==> config.mk <==
export PLATFORM = sky130hd
export DESIGN_NAME = dotprod_stream
export DESIGN_NICKNAME = d
export VERILOG_FILES = /design/src/rtl/dotprod_stream.sv
export SDC_FILE = /design/constraint.sdc
export NUM_CORES = 2
export LEC_CHECK = 0
export ABC_AREA = 0
export BUFFER_PORTS_ARGS = -buffer_cell sky130_fd_sc_hd__buf_2
export CORE_UTILIZATION = 25
export DETAILED_ROUTE_END_ITERATION = 8
export GPL_TIMING_DRIVEN = 0
export PLACE_DENSITY = 0.48
export SETUP_SLACK_MARGIN = 0.1
export SLEW_MARGIN = 10
export SYNTH_ARGS = -nofsm -noshare
export SYNTH_HDL_FRONTEND = slang
export SYNTH_SLANG_ARGS = --single-unit
==> constraint.sdc <==
create_clock -name clk -period 8.9 [get_ports clk]
set_input_delay 0 -clock clk [delete_from_list [all_inputs] [get_ports clk]]
set_output_delay 0 -clock clk [all_outputs]
set_load 0.005 [all_outputs]
==> src/rtl/dotprod_stream.sv <==
// Streaming dot-product engine: accumulates sum(a[i]*b[i]) over a runtime
// number of element pairs, in signed or unsigned mode chosen per operation.
// Two-stage datapath: product register, then accumulator with a sticky
// overflow flag. Result and overflow are published with a one-cycle done pulse.
module dotprod_stream #(
  parameter int DATA_W = 32,
  parameter int LEN_W  = 8,
  parameter int ACC_W  = 72
) (
  input  logic              clk,
  input  logic              rst,
  input  logic              start,
  input  logic [LEN_W-1:0]  len,
  input  logic              signed_mode,
  input  logic              in_valid,
  output logic              in_ready,
  input  logic [DATA_W-1:0] in_a,
  input  logic [DATA_W-1:0] in_b,
  output logic              busy,
  output logic              done,
  output logic [ACC_W-1:0]  result,
  output logic              overflow
);

  localparam int PROD_W = 2 * DATA_W;

  typedef enum logic [1:0] {IDLE, RUN, DRAIN, DONE} state_t;

  state_t                    state;
  logic [LEN_W-1:0]          len_q;
  logic [LEN_W-1:0]          cnt;
  logic                      sgn_q;
  logic                      accept;

  logic signed [PROD_W-1:0]  prod_p1;
  logic                      vld_p1;
  logic signed [ACC_W-1:0]   addend_p1;
  logic signed [ACC_W-1:0]   acc_p2;
  logic                      ovf_p2;

  // Full-width product; operands are sign- or zero-extended to PROD_W first,
  // so one multiply serves both modes and the low PROD_W bits are exact.
  function automatic logic signed [PROD_W-1:0] mul_ext(
    input logic [DATA_W-1:0] a,
    input logic [DATA_W-1:0] b,
    input logic              sgn
  );
    logic signed [PROD_W-1:0] ax;
    logic signed [PROD_W-1:0] bx;
    ax = $signed({{DATA_W{sgn & a[DATA_W-1]}}, a});
    bx = $signed({{DATA_W{sgn & b[DATA_W-1]}}, b});
    return ax * bx;
  endfunction

  // Widen the product to accumulator width according to the operation mode.
  function automatic logic signed [ACC_W-1:0] widen(
    input logic signed [PROD_W-1:0] p,
    input logic                     sgn
  );
    if (sgn) return ACC_W'(p);
    return $signed(ACC_W'($unsigned(p)));
  endfunction

  // Overflow of acc + x: carry out when unsigned, sign flip of like-signed
  // operands when signed.
  function automatic logic add_ovf(
    input logic signed [ACC_W-1:0] acc,
    input logic signed [ACC_W-1:0] x,
    input logic                    sgn
  );
    logic [ACC_W:0]   wide;
    logic [ACC_W-1:0] sum;
    wide = {1'b0, acc} + {1'b0, x};
    sum  = wide[ACC_W-1:0];
    if (sgn) return (acc[ACC_W-1] == x[ACC_W-1]) && (sum[ACC_W-1] != acc[ACC_W-1]);
    return wide[ACC_W];
  endfunction

  assign accept    = in_valid && in_ready;
  assign addend_p1 = widen(prod_p1, sgn_q);

  // Control FSM with registered handshake/status outputs.
  always_ff @(posedge clk or posedge rst) begin
    if (rst) begin
      state    <= IDLE;
      in_ready <= 1'b0;
      busy     <= 1'b0;
      done     <= 1'b0;
      result   <= '0;
      overflow <= 1'b0;
      len_q    <= '0;
      sgn_q    <= 1'b0;
      cnt      <= '0;
    end else begin
      done <= 1'b0;
      case (state)
        IDLE: begin
          if (start) begin
            len_q <= len;
            sgn_q <= signed_mode;
            cnt   <= '0;
            busy  <= 1'b1;
            if (len != '0) begin
              state    <= RUN;
              in_ready <= 1'b1;
            end else begin
              state <= DONE;
            end
          end
        end
        RUN: begin
          if (accept) begin
            cnt <= cnt + LEN_W'(1);
            if (cnt == len_q - LEN_W'(1)) begin
              state    <= DRAIN;
              in_ready <= 1'b0;
            end
          end
        end
        DRAIN: state <= DONE;
        DONE: begin
          result   <= $unsigned(acc_p2);
          overflow <= ovf_p2;
          done     <= 1'b1;
          busy     <= 1'b0;
          state    <= IDLE;
        end
        default: state <= IDLE;
      endcase
    end
  end

  // Stage p1: register the product of each accepted pair
  // Stage p2: accumulate qualified products and track sticky overflow
  always_ff @(posedge clk or posedge rst) begin
    if (rst) begin
      prod_p1 <= '0;
      vld_p1  <= 1'b0;
      acc_p2  <= '0;
      ovf_p2  <= 1'b0;
    end else begin
      vld_p1 <= accept;
      if (accept) prod_p1 <= mul_ext(in_a, in_b, sgn_q);
      if (state == IDLE && start) begin
        acc_p2 <= '0;
        ovf_p2 <= 1'b0;
      end else if (vld_p1) begin
        acc_p2 <= acc_p2 + addend_p1;
        if (add_ovf(acc_p2, addend_p1, sgn_q)) ovf_p2 <= 1'b1;
      end
    end
  end

endmodule

; Word level (Yosys, flattened, before mapping)
; Index checks and enable logic that the tools add are counted.
[op_classes]
bitwise = 2
n_reduce_logical = 15
eq_ne = 10
n_addsub = 4
muxes = 30
mul = 1
[op_table]
columns = cell, count
row1 = 72-bit 2-to-1 mux, 4
row2 = 72-bit by 72-bit adder with 73-bit output, 1
row3 = 72-bit adder, 1
row4 = 33-bit by 33-bit multiplier with 64-bit output, 1
row5 = 1-bit 2-to-1 mux, 16
row6 = 8-bit 2-to-1 mux, 2
row7 = 8-bit one-hot mux with 2 select lines, 1
row8 = "8-bit by 1-bit adder with 8-bit output, second input constant", 1
row9 = 8-bit == test, 1
row10 = 2-bit 2-to-1 mux, 4
row11 = "2-bit != test, second input constant", 4
row12 = 2-bit one-hot mux with 4 select lines, 1
row13 = 2-bit nonzero test, 4
row14 = 8-bit nonzero test, 1
row15 = "8-bit by 1-bit subtractor with 8-bit output, second input constant", 1
row16 = 2-bit AND reduction, 3
row17 = 3-bit AND reduction, 2
row18 = 5-bit AND reduction, 1
row19 = "2-bit == test, second input constant", 2
row20 = 1-bit one-hot mux with 2 select lines, 2
row21 = 1-bit logical AND, 3
row22 = 1-bit bitwise AND, 2
row23 = "2-bit by 1-bit == test with 1-bit output, second input constant", 1
row24 = 2-bit logical NOT, 1
row25 = 2 further kinds, 2
[word_totals]
out_inout_bits = 76
word_cells = 75
reg_bits = 233

; Longest topological paths before layout
[logic_depth]
ltp_word = 12
depth_mapped = 30
depth_no_buf = 28

; Worst setup path before layout
; Ideal clock, no wire load.
[synth_path]
path_kind = register to register
startpoint = register sgn_q
endpoint = register prod_p1[63]
arrival_ns = 7.695
synth_period_minus_slack_ns = 7.831
required_ns = 8.765
slack_ns = 1.069
stages_incl_launch_ff = 28
path_buffers = 2
path_cell_list = dfrtp_1 -> and2_1 -> clkbuf_1 -> clkbuf_1 -> nand2_1 -> inv_1 -> fa_1 -> inv_1 -> fa_1 -> inv_1 -> fa_1 -> inv_1 -> fa_1 -> fa_1 -> fa_1 -> fa_1 -> fa_1 -> inv_1 -> ha_1 -> a21o_1 -> a21o_1 -> a21oi_1 -> o21ai_0 -> a21o_1 -> a21oi_1 -> o21ai_0 -> xnor2_1 -> o21ai_0
[synth_between]
elab_chain_cells = 2
[synth_rtl]
columns = item, line_no
row1 = "start, declared", 32  ; logic sgn_q;
row2 = "start signal, assigned", 100  ; sgn_q <= signed_mode;
row3 = 1-bit bitwise AND (on tied branches), "50, 51"
row4 = 33-bit by 33-bit multiplier with 64-bit output (*), 52  ; return ax * bx;
row5 = "end signal, assigned", 143  ; if (accept) prod_p1 <= mul_ext(in_a, in_b, sgn_q);
row6 = "end, declared", 35  ; logic signed [PROD_W-1:0] prod_p1;
; Every way passes the cells marked *; elsewhere a longest branch is shown, timed or not.
; A chain may end at the register's enable or synchronous reset.

; Worst setup path in the final report
[layout_path]
startpoint = register sgn_q
endpoint = register prod_p1[59]
; The elaborated chain is that of the path after synthesis.

==> metrics <==
Setup crit end kind register; top-count cell post-synth inv_1; Final Routed Wirelength 202000 microns; chip height 454 microns; total global-route track usage 19.6%; Achievable Freq 114 MHz; fin crit period 8.74 ns; Inst Count DP 8379; total CTS buffers 23; Area Growth Syn to Fin 10.9%; leading area contributor after synthesis fa_1; Starting Density 25.2%; DRC Markers 0; Distinct cells, synth 80; Routed Antenna Nets 0; First-pass DRT Iterations 5; Clock Latency Late Sink 0.57 ns; # IOs 153; Synth Instances 5555; GR Overflow Total 0; DR vias/cell 4.65; Hold Crit Class in -> reg; top-area cell type share of the netlist area 44.1%; Critical Path RT 9.30 ns; slowest stage delay, CP 0.68 ns; Critical Path End prod_p1[59]$_DFFE_PP0P_; RSZ-0062 raised after global routing true; Cell Area, Placed 0.0552 sq mm; IO Port Bufs 149; Max-cap violations 0; # clock sinks 233; FP Rows 165; post-route cell area 0.0566 sq mm; detailed-route via count 39323; Synth Register Bits 233; Net Count, Synth 7048; Horiz. Die Dim 454 microns; top post-synthesis cells by count inv_1 (1144), fa_1 (1126), nand2_1 (903); EDFF count, synth 0; Slew headroom 11.1%; final-report hold violation count 0; Post-DP HPWL 169000 microns; Max Buffers Root-to-Sink 3; hold path depth 5; Worst Path Max Fanout 10; layout net count 7258; Synth Warn # 0; core area 0.203 sq mm; Worst setup SP type register; Reg2Reg Capture Point prod_p1[59]$_DFFE_PP0P_; H-tree depth 1; first-pass GRT wire length 292000 microns; TNS Setup 0 ns; Iter 0 DRT Violations 3255; Seq/Total Area, Yosys 11.4%; FF-to-FF setup slack 0.16 ns; pin count of the biggest net entering global routing 102; Slew Limit Fails 0; FF-to-FF Start sgn_q$_DFFE_PP0P_; ratio of cells with drive above 1 in the final layout 6.87%; setup violators final 0; die area 0.206 sq mm; CTS clk-pin slew, worst paths 0.06 ns; Top FF cell, synth dfrtp_1; worst slew pin tran 1.33 ns; crit path kind reg -> reg; Final Util 28.0%; R2R depth 29; Syn Area/Cell 9.19 sq um; Crit. Startpoint sgn_q$_DFFE_PP0P_; root buffer cell clkbuf_16; CP max stage cell fa_2; routability cong. 0.954; Synth area leaders fa_1 (44%), dfrtp_1 (11%), inv_1 (8.4%); CTS tree yes; post-route insts no fill 8459; Async S/R FF share, synth 100%; vias in the first global route 41140; Worst Skew 0.0273 ns; synthesized area 0.0511 sq mm; WL/cell 23.9 microns; fin crit share 98.2%; initial antenna violation count 23; arrival time of the worst setup path 9.14 ns; run status complete, no violations
==> layout by cell type (no fill, tap or decap), types with 75 or more instances in the layout <==
cell type	count
dfrtp_1	232
a21oi_1	130
nor2_1	201
o21ai_0	146
fa_1	1108
ha_1	284
xnor2_1	82
nand2_1	901
buf_2	156
and2_1	362
inv_1	1138
mux2_2	75
clkbuf_1	249
==> per-layer routing <==
layer / up-vias / part of all wire, % / track usage [%]
met1: 20374 / 42 / 26.1
met3: 246 / 7.5 / 3.25
li1: 17168 / - / -
met2: 1527 / 46 / 32.3
met4: 8 / 3.9 / 6.29
met5: - / 0.023 / 0
==> worst min-delay path by stage <==
stage                 start                     end  slack, ns
floorplan            len[2]    len_q[2]$_DFFE_PP0P_       0.11
global placement     len[2]    len_q[2]$_DFFE_PP0P_       0.21
detailed placement      rst  result[30]$_DFFE_PP0P_       0.02
CTS                 in_b[0]  prod_p1[1]$_DFFE_PP0P_       0.14
global route        in_b[0]  prod_p1[1]$_DFFE_PP0P_       0.19
finish              in_b[0]  prod_p1[1]$_DFFE_PP0P_       0.17
==> flip-flops by register name, indices dropped and copies added (netlist names) <==
name,flops
acc_p2,72
overflow,1
state,2
in_ready,1
busy,1
result,72
ovf_p2,1
prod_p1,64
cnt,8
done,1
sgn_q,1
len_q,8
vld_p1,1
==> layout make-up <==
type	instances	area [sq um]
Fill cell	21699	146000
Multi-Input combinational cell	3903	40200
Sequential cell	233	5830
Inverter	1144	4310
Tap cell	2672	3340
Buffer	275	1120
Timing Repair Buffer	185	1110
Clock buffer	30	652
Clock inverter	10	110
Antenna cell	7	17.5
==> kinds of logic after synthesis <==
family / share of synthesized area, %
compound gates: 6.88
xor+xnor: 2.38
fa+ha+maj: 51.3
buf+inv: 10.5
flops: 11.4
mux: 2.42
simple gates: 15.2
==> timing repair <==
item | 4_1_cts | 5_1_grt
endpoints found under the setup margin | 26 | 21
resized for setup | 45 | 57
hold endpoints to repair | 246 | 0
gates cloned | 0 | 0
setup buffers | 12 | 9
hold buffers | 12 | 0
pin swaps | 8 | 25
==> critical path, delay by kind of cell, from the launching register on <==
kind                     cells  cell delay, ns
flip-flops                   1            0.52
AO/OA/AOI/OAI                7            1.32
XOR/XNOR                     1            0.19
adder cells (fa/ha/maj)      9            4.61
buffers and inverters        8            0.98
AND/OR/NAND/NOR              4            0.93
==> per-stage QoR <==
stage	hold WS (ns)	setup slack [ns]
final	0.173	0.157
after global routing	0.193	0.0163
after CTS	0.141	0.103
after detailed placement	0.0228	-2.35
after global placement	0.208	-2.39
after floorplan	0.105	1.07
Power is left out: the tool's default activity adds up to more than one toggle a clock period on the data nets, which glitch-free logic cannot reach.
